### src/rtl/kmeans_iter_ctrl_if.sv
// Host/datapath bundle for kmeans_iter_ctrl. The iter_cycles/total_cycles perf outputs
// exist only when KMEANS_ITER_PERF_EN is defined.
interface kmeans_iter_ctrl_if #(
  parameter int ITER_BITS = 16,
  parameter int ADDR_BITS = 64
);
  logic                 start;
  logic                 abort;
  logic [ITER_BITS-1:0] num_iteration;
  logic [7:0]           num_cluster;
  logic [15:0]          data_dim;
  logic [31:0]          tuple_lines;
  logic [ADDR_BITS-1:0] cent_base;
  logic [ADDR_BITS-1:0] result_base;
  logic                 start_operator;
  logic                 um_done;
  logic                 cent_req_valid;
  logic                 cent_req_ready;
  logic [ADDR_BITS-1:0] cent_req_addr;
  logic [31:0]          cent_req_lines;
  logic                 tuple_req_valid;
  logic                 tuple_req_ready;
  logic [31:0]          tuple_req_lines;
  logic                 updated_centroid_valid;
  logic                 updated_centroid_last;
  logic                 wr_valid;
  logic [ADDR_BITS-1:0] wr_addr;
  logic                 busy;
  logic                 done;
  logic                 err_len;
  logic [ITER_BITS-1:0] iter_cnt;
`ifdef KMEANS_ITER_PERF_EN
  logic [31:0]          iter_cycles;
  logic [31:0]          total_cycles;
`endif

  modport master (
`ifdef KMEANS_ITER_PERF_EN
    input  iter_cycles, total_cycles,
`endif
    output start, abort, num_iteration, num_cluster, data_dim, tuple_lines, cent_base,
           result_base, cent_req_ready, tuple_req_ready, updated_centroid_valid,
           updated_centroid_last,
    input  start_operator, um_done, cent_req_valid, cent_req_addr, cent_req_lines,
           tuple_req_valid, tuple_req_lines, wr_valid, wr_addr, busy, done, err_len, iter_cnt
  );

  modport slave (
`ifdef KMEANS_ITER_PERF_EN
    output iter_cycles, total_cycles,
`endif
    input  start, abort, num_iteration, num_cluster, data_dim, tuple_lines, cent_base,
           result_base, cent_req_ready, tuple_req_ready, updated_centroid_valid,
           updated_centroid_last,
    output start_operator, um_done, cent_req_valid, cent_req_addr, cent_req_lines,
           tuple_req_valid, tuple_req_lines, wr_valid, wr_addr, busy, done, err_len, iter_cnt
  );
endinterface

### src/rtl/kmeans_iter_ctrl.sv
// K-means iteration sequencer: one centroid fetch, then tuple pass + update write-back per
// iteration. Optional cycle counters enabled by the KMEANS_ITER_PERF_EN macro.
//
// state   | meaning
// S_IDLE  | waiting for start
// S_CENT  | centroid fetch request outstanding (once per job)
// S_TUPLE | tuple pass request outstanding
// S_WAIT  | collecting updated centroid lines for this iteration
// S_FIN   | one-cycle wrap-up: um_done, done unless aborted
module kmeans_iter_ctrl #(
  parameter int ITER_BITS = 16,
  parameter int ADDR_BITS = 64
) (
  input logic               clk,
  input logic               rst_n,
  kmeans_iter_ctrl_if.slave ctrl_if
);
  localparam logic [2:0] S_IDLE  = 3'd0;
  localparam logic [2:0] S_CENT  = 3'd1;
  localparam logic [2:0] S_TUPLE = 3'd2;
  localparam logic [2:0] S_WAIT  = 3'd3;
  localparam logic [2:0] S_FIN   = 3'd4;

  logic [2:0]           state_q, state_d;
  logic [ITER_BITS-1:0] num_iter_q, num_iter_d;
  logic [ITER_BITS-1:0] iter_cnt_q, iter_cnt_d;
  logic [31:0]          tuple_lines_q, tuple_lines_d;
  logic [31:0]          cent_lines_q, cent_lines_d;
  logic [31:0]          line_idx_q, line_idx_d;
  logic [ADDR_BITS-1:0] cent_base_q, cent_base_d;
  logic [ADDR_BITS-1:0] result_base_q, result_base_d;
  logic [ADDR_BITS-1:0] iter_base_q, iter_base_d;
  logic [ADDR_BITS-1:0] wr_addr_q, wr_addr_d;
  logic                 start_op_q, start_op_d;
  logic                 um_done_q, um_done_d;
  logic                 done_q, done_d;
  logic                 err_len_q, err_len_d;
  logic                 wr_valid_q, wr_valid_d;
  logic                 aborted_q, aborted_d;

  logic [23:0]          cent_prod;
  logic [24:0]          cent_round;
  logic [31:0]          cent_lines_calc;
  logic                 job_start;
  logic                 abort_take;
  logic                 upd_take;
  logic                 iter_end;

  assign cent_prod       = 24'(ctrl_if.num_cluster) * 24'(ctrl_if.data_dim);
  assign cent_round      = {1'b0, cent_prod} + 25'd15;
  assign cent_lines_calc = {11'd0, cent_round[24:4]};

  assign job_start  = (state_q == S_IDLE) && ctrl_if.start;
  assign abort_take = ctrl_if.abort &&
                      ((state_q == S_CENT) || (state_q == S_TUPLE) || (state_q == S_WAIT));
  assign upd_take   = (state_q == S_WAIT) && !ctrl_if.abort && ctrl_if.updated_centroid_valid;
  assign iter_end   = upd_take && ctrl_if.updated_centroid_last;

  always_comb begin
    state_d       = state_q;
    num_iter_d    = num_iter_q;
    iter_cnt_d    = iter_cnt_q;
    tuple_lines_d = tuple_lines_q;
    cent_lines_d  = cent_lines_q;
    line_idx_d    = line_idx_q;
    cent_base_d   = cent_base_q;
    result_base_d = result_base_q;
    iter_base_d   = iter_base_q;
    wr_addr_d     = wr_addr_q;
    done_d        = done_q;
    err_len_d     = err_len_q;
    aborted_d     = aborted_q;
    start_op_d    = 1'b0;
    um_done_d     = 1'b0;
    wr_valid_d    = 1'b0;

    if (job_start) begin
      num_iter_d    = ctrl_if.num_iteration;
      tuple_lines_d = ctrl_if.tuple_lines;
      cent_base_d   = ctrl_if.cent_base;
      result_base_d = ctrl_if.result_base;
      cent_lines_d  = cent_lines_calc;
      iter_cnt_d    = '0;
      line_idx_d    = '0;
      iter_base_d   = '0;
      done_d        = 1'b0;
      err_len_d     = 1'b0;
      aborted_d     = 1'b0;
      start_op_d    = 1'b1;
      state_d       = (ctrl_if.num_iteration == '0) ? S_FIN : S_CENT;
    end else if (abort_take) begin
      aborted_d = 1'b1;
      state_d   = S_FIN;
    end else begin
      case (state_q)
        S_CENT:  if (ctrl_if.cent_req_ready) state_d = S_TUPLE;
        S_TUPLE: if (ctrl_if.tuple_req_ready) state_d = S_WAIT;
        S_WAIT: begin
          if (upd_take) begin
            // iter_base tracks iter_cnt*cent_lines incrementally, so no multiplier is needed
            wr_valid_d = 1'b1;
            wr_addr_d  = result_base_q + iter_base_q + ADDR_BITS'(line_idx_q);
            if (ctrl_if.updated_centroid_last) begin
              line_idx_d  = '0;
              if (line_idx_q + 32'd1 != cent_lines_q) err_len_d = 1'b1;
              iter_cnt_d  = iter_cnt_q + 1'b1;
              iter_base_d = iter_base_q + ADDR_BITS'(cent_lines_q);
              state_d     = (iter_cnt_d == num_iter_q) ? S_FIN : S_TUPLE;
            end else begin
              line_idx_d = line_idx_q + 32'd1;
            end
          end
        end
        S_FIN: begin
          um_done_d = 1'b1;
          done_d    = !(aborted_q || ctrl_if.abort);
          state_d   = S_IDLE;
        end
        default: ;
      endcase
    end
  end

  always_ff @(posedge clk or negedge rst_n) begin
    if (!rst_n) begin
      state_q       <= S_IDLE;
      num_iter_q    <= '0;
      iter_cnt_q    <= '0;
      tuple_lines_q <= '0;
      cent_lines_q  <= '0;
      line_idx_q    <= '0;
      cent_base_q   <= '0;
      result_base_q <= '0;
      iter_base_q   <= '0;
      wr_addr_q     <= '0;
      start_op_q    <= 1'b0;
      um_done_q     <= 1'b0;
      done_q        <= 1'b0;
      err_len_q     <= 1'b0;
      wr_valid_q    <= 1'b0;
      aborted_q     <= 1'b0;
    end else begin
      state_q       <= state_d;
      num_iter_q    <= num_iter_d;
      iter_cnt_q    <= iter_cnt_d;
      tuple_lines_q <= tuple_lines_d;
      cent_lines_q  <= cent_lines_d;
      line_idx_q    <= line_idx_d;
      cent_base_q   <= cent_base_d;
      result_base_q <= result_base_d;
      iter_base_q   <= iter_base_d;
      wr_addr_q     <= wr_addr_d;
      start_op_q    <= start_op_d;
      um_done_q     <= um_done_d;
      done_q        <= done_d;
      err_len_q     <= err_len_d;
      wr_valid_q    <= wr_valid_d;
      aborted_q     <= aborted_d;
    end
  end

  assign ctrl_if.start_operator  = start_op_q;
  assign ctrl_if.um_done         = um_done_q;
  assign ctrl_if.cent_req_valid  = (state_q == S_CENT);
  assign ctrl_if.cent_req_addr   = cent_base_q;
  assign ctrl_if.cent_req_lines  = cent_lines_q;
  assign ctrl_if.tuple_req_valid = (state_q == S_TUPLE);
  assign ctrl_if.tuple_req_lines = tuple_lines_q;
  assign ctrl_if.wr_valid        = wr_valid_q;
  assign ctrl_if.wr_addr         = wr_addr_q;
  assign ctrl_if.busy            = (state_q != S_IDLE);
  assign ctrl_if.done            = done_q;
  assign ctrl_if.err_len         = err_len_q;
  assign ctrl_if.iter_cnt        = iter_cnt_q;

`ifdef KMEANS_ITER_PERF_EN
  logic [31:0] iter_cyc_q, iter_cycles_q, total_cyc_q, total_cycles_q;

  always_ff @(posedge clk or negedge rst_n) begin
    if (!rst_n) begin
      iter_cyc_q     <= '0;
      iter_cycles_q  <= '0;
      total_cyc_q    <= '0;
      total_cycles_q <= '0;
    end else if (job_start) begin
      iter_cyc_q  <= '0;
      total_cyc_q <= '0;
    end else begin
      if (state_q != S_IDLE) total_cyc_q <= total_cyc_q + 32'd1;
      if (state_q == S_FIN) total_cycles_q <= total_cyc_q + 32'd1;
      if (iter_end) begin
        iter_cycles_q <= iter_cyc_q + 32'd1;
        iter_cyc_q    <= '0;
      end else if ((state_q == S_TUPLE) || (state_q == S_WAIT)) begin
        iter_cyc_q <= iter_cyc_q + 32'd1;
      end
    end
  end

  assign ctrl_if.iter_cycles  = iter_cycles_q;
  assign ctrl_if.total_cycles = total_cycles_q;
`endif
endmodule
### src/flat_wrapper.sv
// flat-port wrapper written by rule: the top's interface ports become plain ports
module kmeans_iter_ctrl_flat 
#(
  parameter int ITER_BITS = 16,
  parameter int ADDR_BITS = 64
)
  (clk, rst_n, ctrl_if_start, ctrl_if_abort, ctrl_if_num_iteration, ctrl_if_num_cluster, ctrl_if_data_dim, ctrl_if_tuple_lines, ctrl_if_cent_base, ctrl_if_result_base, ctrl_if_cent_req_ready, ctrl_if_tuple_req_ready, ctrl_if_updated_centroid_valid, ctrl_if_updated_centroid_last, ctrl_if_start_operator, ctrl_if_um_done, ctrl_if_cent_req_valid, ctrl_if_cent_req_addr, ctrl_if_cent_req_lines, ctrl_if_tuple_req_valid, ctrl_if_tuple_req_lines, ctrl_if_wr_valid, ctrl_if_wr_addr, ctrl_if_busy, ctrl_if_done, ctrl_if_err_len, ctrl_if_iter_cnt);
  kmeans_iter_ctrl_if #(.ITER_BITS(ITER_BITS), .ADDR_BITS(ADDR_BITS)) ctrl_if_i ();
  input logic clk;
  input logic rst_n;
  input wire logic [$bits(ctrl_if_i.start)-1:0] ctrl_if_start;
  input wire logic [$bits(ctrl_if_i.abort)-1:0] ctrl_if_abort;
  input wire logic [$bits(ctrl_if_i.num_iteration)-1:0] ctrl_if_num_iteration;
  input wire logic [$bits(ctrl_if_i.num_cluster)-1:0] ctrl_if_num_cluster;
  input wire logic [$bits(ctrl_if_i.data_dim)-1:0] ctrl_if_data_dim;
  input wire logic [$bits(ctrl_if_i.tuple_lines)-1:0] ctrl_if_tuple_lines;
  input wire logic [$bits(ctrl_if_i.cent_base)-1:0] ctrl_if_cent_base;
  input wire logic [$bits(ctrl_if_i.result_base)-1:0] ctrl_if_result_base;
  input wire logic [$bits(ctrl_if_i.cent_req_ready)-1:0] ctrl_if_cent_req_ready;
  input wire logic [$bits(ctrl_if_i.tuple_req_ready)-1:0] ctrl_if_tuple_req_ready;
  input wire logic [$bits(ctrl_if_i.updated_centroid_valid)-1:0] ctrl_if_updated_centroid_valid;
  input wire logic [$bits(ctrl_if_i.updated_centroid_last)-1:0] ctrl_if_updated_centroid_last;
  output wire logic [$bits(ctrl_if_i.start_operator)-1:0] ctrl_if_start_operator;
  output wire logic [$bits(ctrl_if_i.um_done)-1:0] ctrl_if_um_done;
  output wire logic [$bits(ctrl_if_i.cent_req_valid)-1:0] ctrl_if_cent_req_valid;
  output wire logic [$bits(ctrl_if_i.cent_req_addr)-1:0] ctrl_if_cent_req_addr;
  output wire logic [$bits(ctrl_if_i.cent_req_lines)-1:0] ctrl_if_cent_req_lines;
  output wire logic [$bits(ctrl_if_i.tuple_req_valid)-1:0] ctrl_if_tuple_req_valid;
  output wire logic [$bits(ctrl_if_i.tuple_req_lines)-1:0] ctrl_if_tuple_req_lines;
  output wire logic [$bits(ctrl_if_i.wr_valid)-1:0] ctrl_if_wr_valid;
  output wire logic [$bits(ctrl_if_i.wr_addr)-1:0] ctrl_if_wr_addr;
  output wire logic [$bits(ctrl_if_i.busy)-1:0] ctrl_if_busy;
  output wire logic [$bits(ctrl_if_i.done)-1:0] ctrl_if_done;
  output wire logic [$bits(ctrl_if_i.err_len)-1:0] ctrl_if_err_len;
  output wire logic [$bits(ctrl_if_i.iter_cnt)-1:0] ctrl_if_iter_cnt;
  assign ctrl_if_i.start = ctrl_if_start;
  assign ctrl_if_i.abort = ctrl_if_abort;
  assign ctrl_if_i.num_iteration = ctrl_if_num_iteration;
  assign ctrl_if_i.num_cluster = ctrl_if_num_cluster;
  assign ctrl_if_i.data_dim = ctrl_if_data_dim;
  assign ctrl_if_i.tuple_lines = ctrl_if_tuple_lines;
  assign ctrl_if_i.cent_base = ctrl_if_cent_base;
  assign ctrl_if_i.result_base = ctrl_if_result_base;
  assign ctrl_if_i.cent_req_ready = ctrl_if_cent_req_ready;
  assign ctrl_if_i.tuple_req_ready = ctrl_if_tuple_req_ready;
  assign ctrl_if_i.updated_centroid_valid = ctrl_if_updated_centroid_valid;
  assign ctrl_if_i.updated_centroid_last = ctrl_if_updated_centroid_last;
  assign ctrl_if_start_operator = ctrl_if_i.start_operator;
  assign ctrl_if_um_done = ctrl_if_i.um_done;
  assign ctrl_if_cent_req_valid = ctrl_if_i.cent_req_valid;
  assign ctrl_if_cent_req_addr = ctrl_if_i.cent_req_addr;
  assign ctrl_if_cent_req_lines = ctrl_if_i.cent_req_lines;
  assign ctrl_if_tuple_req_valid = ctrl_if_i.tuple_req_valid;
  assign ctrl_if_tuple_req_lines = ctrl_if_i.tuple_req_lines;
  assign ctrl_if_wr_valid = ctrl_if_i.wr_valid;
  assign ctrl_if_wr_addr = ctrl_if_i.wr_addr;
  assign ctrl_if_busy = ctrl_if_i.busy;
  assign ctrl_if_done = ctrl_if_i.done;
  assign ctrl_if_err_len = ctrl_if_i.err_len;
  assign ctrl_if_iter_cnt = ctrl_if_i.iter_cnt;
  kmeans_iter_ctrl #(.ITER_BITS(ITER_BITS), .ADDR_BITS(ADDR_BITS)) u_core (.clk(clk), .rst_n(rst_n), .ctrl_if(ctrl_if_i));
endmodule
### config.mk
export PLATFORM = sky130hd
export DESIGN_NAME = kmeans_iter_ctrl_flat
export DESIGN_NICKNAME = d
export VERILOG_FILES = /design/src/rtl/kmeans_iter_ctrl_if.sv /design/src/rtl/kmeans_iter_ctrl.sv /design/src/flat_wrapper.sv
export SDC_FILE = /design/constraint.sdc
export NUM_CORES = 1
export LEC_CHECK = 0
export BUFFER_PORTS_ARGS = -buffer_cell sky130_fd_sc_hd__buf_4
export CAP_MARGIN = 20
export CORE_MARGIN = 2
export CORE_UTILIZATION = 57
export CTS_CLUSTER_SIZE = 20
export DETAILED_ROUTE_END_ITERATION = 8
export GPL_TIMING_DRIVEN = 0
export PLACE_DENSITY = 0.81
export SLEW_MARGIN = 30
export SYNTH_ARGS = -nofsm -noshare
export SYNTH_HDL_FRONTEND = slang
export SYNTH_SLANG_ARGS = --single-unit
### constraint.sdc
create_clock -name clk -period 3.95 [get_ports clk]
set_clock_uncertainty 0.1 [all_clocks]
set_input_delay 0 -clock clk [delete_from_list [all_inputs] [get_ports clk]]
set_output_delay 0 -clock clk [all_outputs]
set_load 0.01 [all_outputs]
==> results by group <==
CTS
  – Root Buffer: clkbuf_16
  – H-Tree Depth: 2
  – Sink Count: 382
  – CTS max path bufs: 3
  – Cts bufs inserted: between 40 and 50
  – Worst skew pair latency: 580 ps
  – CTS clk-pin slew, worst paths: roughly 60 ps
  – CTS tree: done

STA
  – Slew headroom: between 20% and 30%
  – Fmax: between 200 and 250 MHz
  – Max Slew Vio Count: 0
  – Endpoints failing setup: 9
  – Period utilisation layout: 110.5%
  – Worst slew pin tran: around 1200 ps
  – Final Hold Violating Endpoints: 0
  – Worst Setup Slack, final: -413.5 ps
  – RSZ-0062 raised after global routing: true
  – Setup TNS: -2512 ps
  – Min cycle time layout: between 4000 and 5000 ps

Die
  – Die Y: between 200 and 250 um
  – Initial Util: 57.85%
  – Die Span X: about 220 um
  – Die area: roughly 48,000 sq um
  – Core Area: approximately 45,000 sq um
  – I/O Pins: about 420
  – FP Rows: between 70 and 80

Job
  – Max Cap Viol: 0

Setup path
  – Reg2reg start: u_core.iter_base_q[8]
  – CP Class: in -> reg
  – Setup crit end kind: flip-flop
  – Arrival @ worst endpoint: between 4000 and 5000 ps
  – Crit-path max cell delay: between 500 and 600 ps
  – Critical path launch point type: input pin
  – Critical path startpoint: ctrl_if_num_cluster[4]
  – Max FO, Critical Path: 10
  – Worst path required time: between 4000 and 5000 ps
  – Slowest stage cell, crit path: fa_1
  – CP cell instances: buf_6 -> clkbuf_16 -> and2_1 -> fa_1 -> fa_1 -> fa_1 -> inv_1 -> fa_1 -> inv_1 -> ha_2 -> or3_4 -> a2111oi_4 -> buf_4 -> buf_4 -> buf_4 -> buf_4 -> nor2_2 -> a21o_1 -> a21oi_2 -> inv_1 -> a21oi_2 -> xor2_1 -> o21ai_1

Logic synthesis
  – Top FF cell, synth: dfrtp_1
  – Top cells by count, synth: 805 x nand2_1, 382 x dfrtp_1, 227 x o21ai_0
  – Cell taking the most area after synthesis: dfrtp_1
  – Area contributors post-synth: dfrtp_1 36%, nand2_1 12%, fa_1 9.1%
  – EDFF count, synth: 0
  – Post-synth top area share: 36.41%
  – FF+latch count, synth: 382
  – Ys Warns: 0
  – Yosys cell types: 82
  – Mapped cell area: approximately 26,000 sq um
  – Seq/Total Area, Yosys: 36.41%
  – Most common cell in the netlist: nand2_1
  – Post-synthesis area per instance: 8.600 sq um
  – Share of flip-flops with an asynchronous set or reset: 100.0%
  – Post-Syn Instances: around 3k

Power and ir drop
  – Sequential power share: just over 30%
  – Leakage: about 17 nW
  – Peak supply drop: approximately 420 uV
  – Switch share: 41.56%
  – NetSw: roughly 8.5 mW
  – Gate power share: between 40% and 50%
  – Internal power: 12.01 mW
  – Clock power share: approximately 20%
  – Power density cells: 593.0 nW/um^2

Final layout
  – Synth-to-layout area growth: 32.00%
  – Post-layout nets: 4,250
  – Fin area: about 35,000 sq um
  – Ratio of cells with drive above 1 in the final layout: 18.26%
  – Final Instance Count excl. Fillers: around 4.4k

Global route
  – Antenna violations before repair: 3
  – Total grt overflow: 0
  – Largest net degree at the start of global routing: 88
  – First-pass GRT wire length: approximately 140,000 um
  – GRT Overall Usage: 35.95%
  – Vias in the first global route: 26.02k

Routing
  – Vias/cell: around 5.8
  – WL/cell: approximately 20 um
  – Initial DRC count: around 2.2k
  – Drt pass-1 iters: 5
  – # DRC: 0
  – Post-route ant nets: 0
  – Vias: between 20k and 30k
  – Final WL: between 80,000 and 90,000 um

Run status
  – Violated checks: negative setup slack
  – Status: finished, violations left

Place
  – Global placement routability congestion: roughly 0.95
  – Dpl cells: just over 4k
  – Detailed placement HPWL: a little over 60,000 um
  – Port Buffer Count: approximately 400
  – Post-place instance area: between 30,000 and 40,000 sq um

Hold path
  – Worst hold start: ctrl_if_tuple_lines[16]
  – Worst hold path class: in -> reg
==> metrics by stage <==
stage               total power, mW  hold WS, ps  setup slack, ps  utilization, %
floorplan                     11.65       -395.6           -637.5               -
global placement              14.78        88.68            -1146           66.78
detailed placement            15.16       -163.5            -1226           67.12
CTS                           19.96        31.68           -280.0           75.69
global route                  21.84        55.83           -553.9           76.36
finish                        20.55        53.85           -413.5           76.37
==> metal layers <==
layer | vias up | GRT usage, % | wire length (um)
met3 | 332 | 5.832 | 6169
met5 | - | 0 | 8
met1 | 12360 | 43.69 | 33450
met2 | 1276 | 61.24 | 42760
li1 | 11570 | - | -
met4 | 2 | 19.43 | 4979
==> critical path: cells and delay by family <==
family	cells	cell delay (ps)
xor+xnor	1	170
fa+ha+maj	5	2160
simple gates	3	590
buf+inv	9	930
compound gates	5	860
==> layout make-up <==
cell class / count / area [sq um]
multi-input cells: 2357 / 15960
fillers: 2992 / 10730
flip-flops and latches: 382 / 9582
repair buffers: 643 / 5479
clock buffers: 65 / 1300
well taps: 600 / 750.7
plain buffers: 135 / 705.7
inverters: 187 / 701.9
clock inverters: 15 / 167.7
diodes: 3 / 7.507
==> kinds of logic after synthesis <==
group | after synthesis | share of synthesized area [%]
fa+ha+maj | 293 | 17.39
mux | 3 | 0.1239
xor+xnor | 183 | 6.105
flops | 382 | 36.41
compound gates | 549 | 12.68
buf+inv | 324 | 4.875
simple gates | 1318 | 22.40
other cells | 1 | 0.01428
==> layout by cell type, fill, tap and decap left out, types with 14 or more instances in the layout <==
| cell type | Yosys | final |
|---|---|---|
| clkbuf_8 | 0 | 17 |
| or3_1 | 20 | 19 |
| buf_2 | 17 | 14 |
| a21o_1 | 47 | 47 |
| clkbuf_16 | 0 | 48 |
| dfrtp_1 | 382 | 364 |
| nand4_1 | 41 | 41 |
| nor3_1 | 34 | 31 |
| clkbuf_1 | 102 | 99 |
| a21oi_2 | 1 | 15 |
| nand3_1 | 83 | 81 |
| o31ai_1 | 23 | 21 |
| inv_1 | 186 | 181 |
| buf_4 | 11 | 454 |
| nor2_1 | 120 | 117 |
| a21oi_1 | 123 | 106 |
| dfrtp_2 | 0 | 18 |
| ha_1 | 173 | 158 |
| dlygate4sd3_1 | 0 | 184 |
| xnor2_1 | 100 | 96 |
| nand2_1 | 805 | 803 |
| and2_1 | 113 | 108 |
| xor2_1 | 83 | 83 |
| nor2b_1 | 15 | 14 |
| o21ai_1 | 4 | 17 |
| and3_1 | 30 | 30 |
| o21ai_0 | 227 | 212 |
| fa_1 | 120 | 117 |
==> power groups by stage <==
stage	sequential, mW	combinational (mW)	clock [mW]
finish	6.35	10.0	4.18
global route	6.46	11.0	4.37
CTS	6.27	9.49	4.19
detailed placement	6.31	8.85	0
global placement	6.26	8.52	0
floorplan	6.39	5.26	0
==> state kept, by name, summed over array words and instances (netlist names), 3 cells and up <==
name / cells
u_core.result_base_q: 64
u_core.line_idx_q: 32
u_core.ctrl_if.wr_addr: 64
u_core.ctrl_if.iter_cnt: 16
u_core.ctrl_if.cent_req_lines: 21
u_core.state_q: 3
u_core.num_iter_q: 16
u_core.iter_base_q: 64
u_core.ctrl_if.cent_req_addr: 64
u_core.ctrl_if.tuple_req_lines: 32
==> worst paths after layout <==
check,end,slack [ps],depth (start not counted)
hold reg to reg,u_core.ctrl_if.cent_req_addr[59],370,2
max in group asynchronous,u_core.ctrl_if.cent_req_addr[29],1900,7
setup / recovery,u_core.ctrl_if.cent_req_lines[12],-410,23
hold / removal,u_core.ctrl_if.tuple_req_lines[16],50,4
setup reg to reg,u_core.ctrl_if.wr_addr[60],90,13
min in group asynchronous,u_core.ctrl_if.wr_addr[62],420,4
==> repair_timing <==
| item | CTS | global route |
|---|---|---|
| buffers inserted | 27 | 13 |
| pin swaps | 38 | 27 |
| hold buffers | 185 | 0 |
| setup endpoints to repair | 29 | 38 |
| hold endpoints to repair | 434 | 0 |
| cloned | 2 | 0 |
| resized for setup | 75 | 62 |
(Power assumes the default switching activity.)
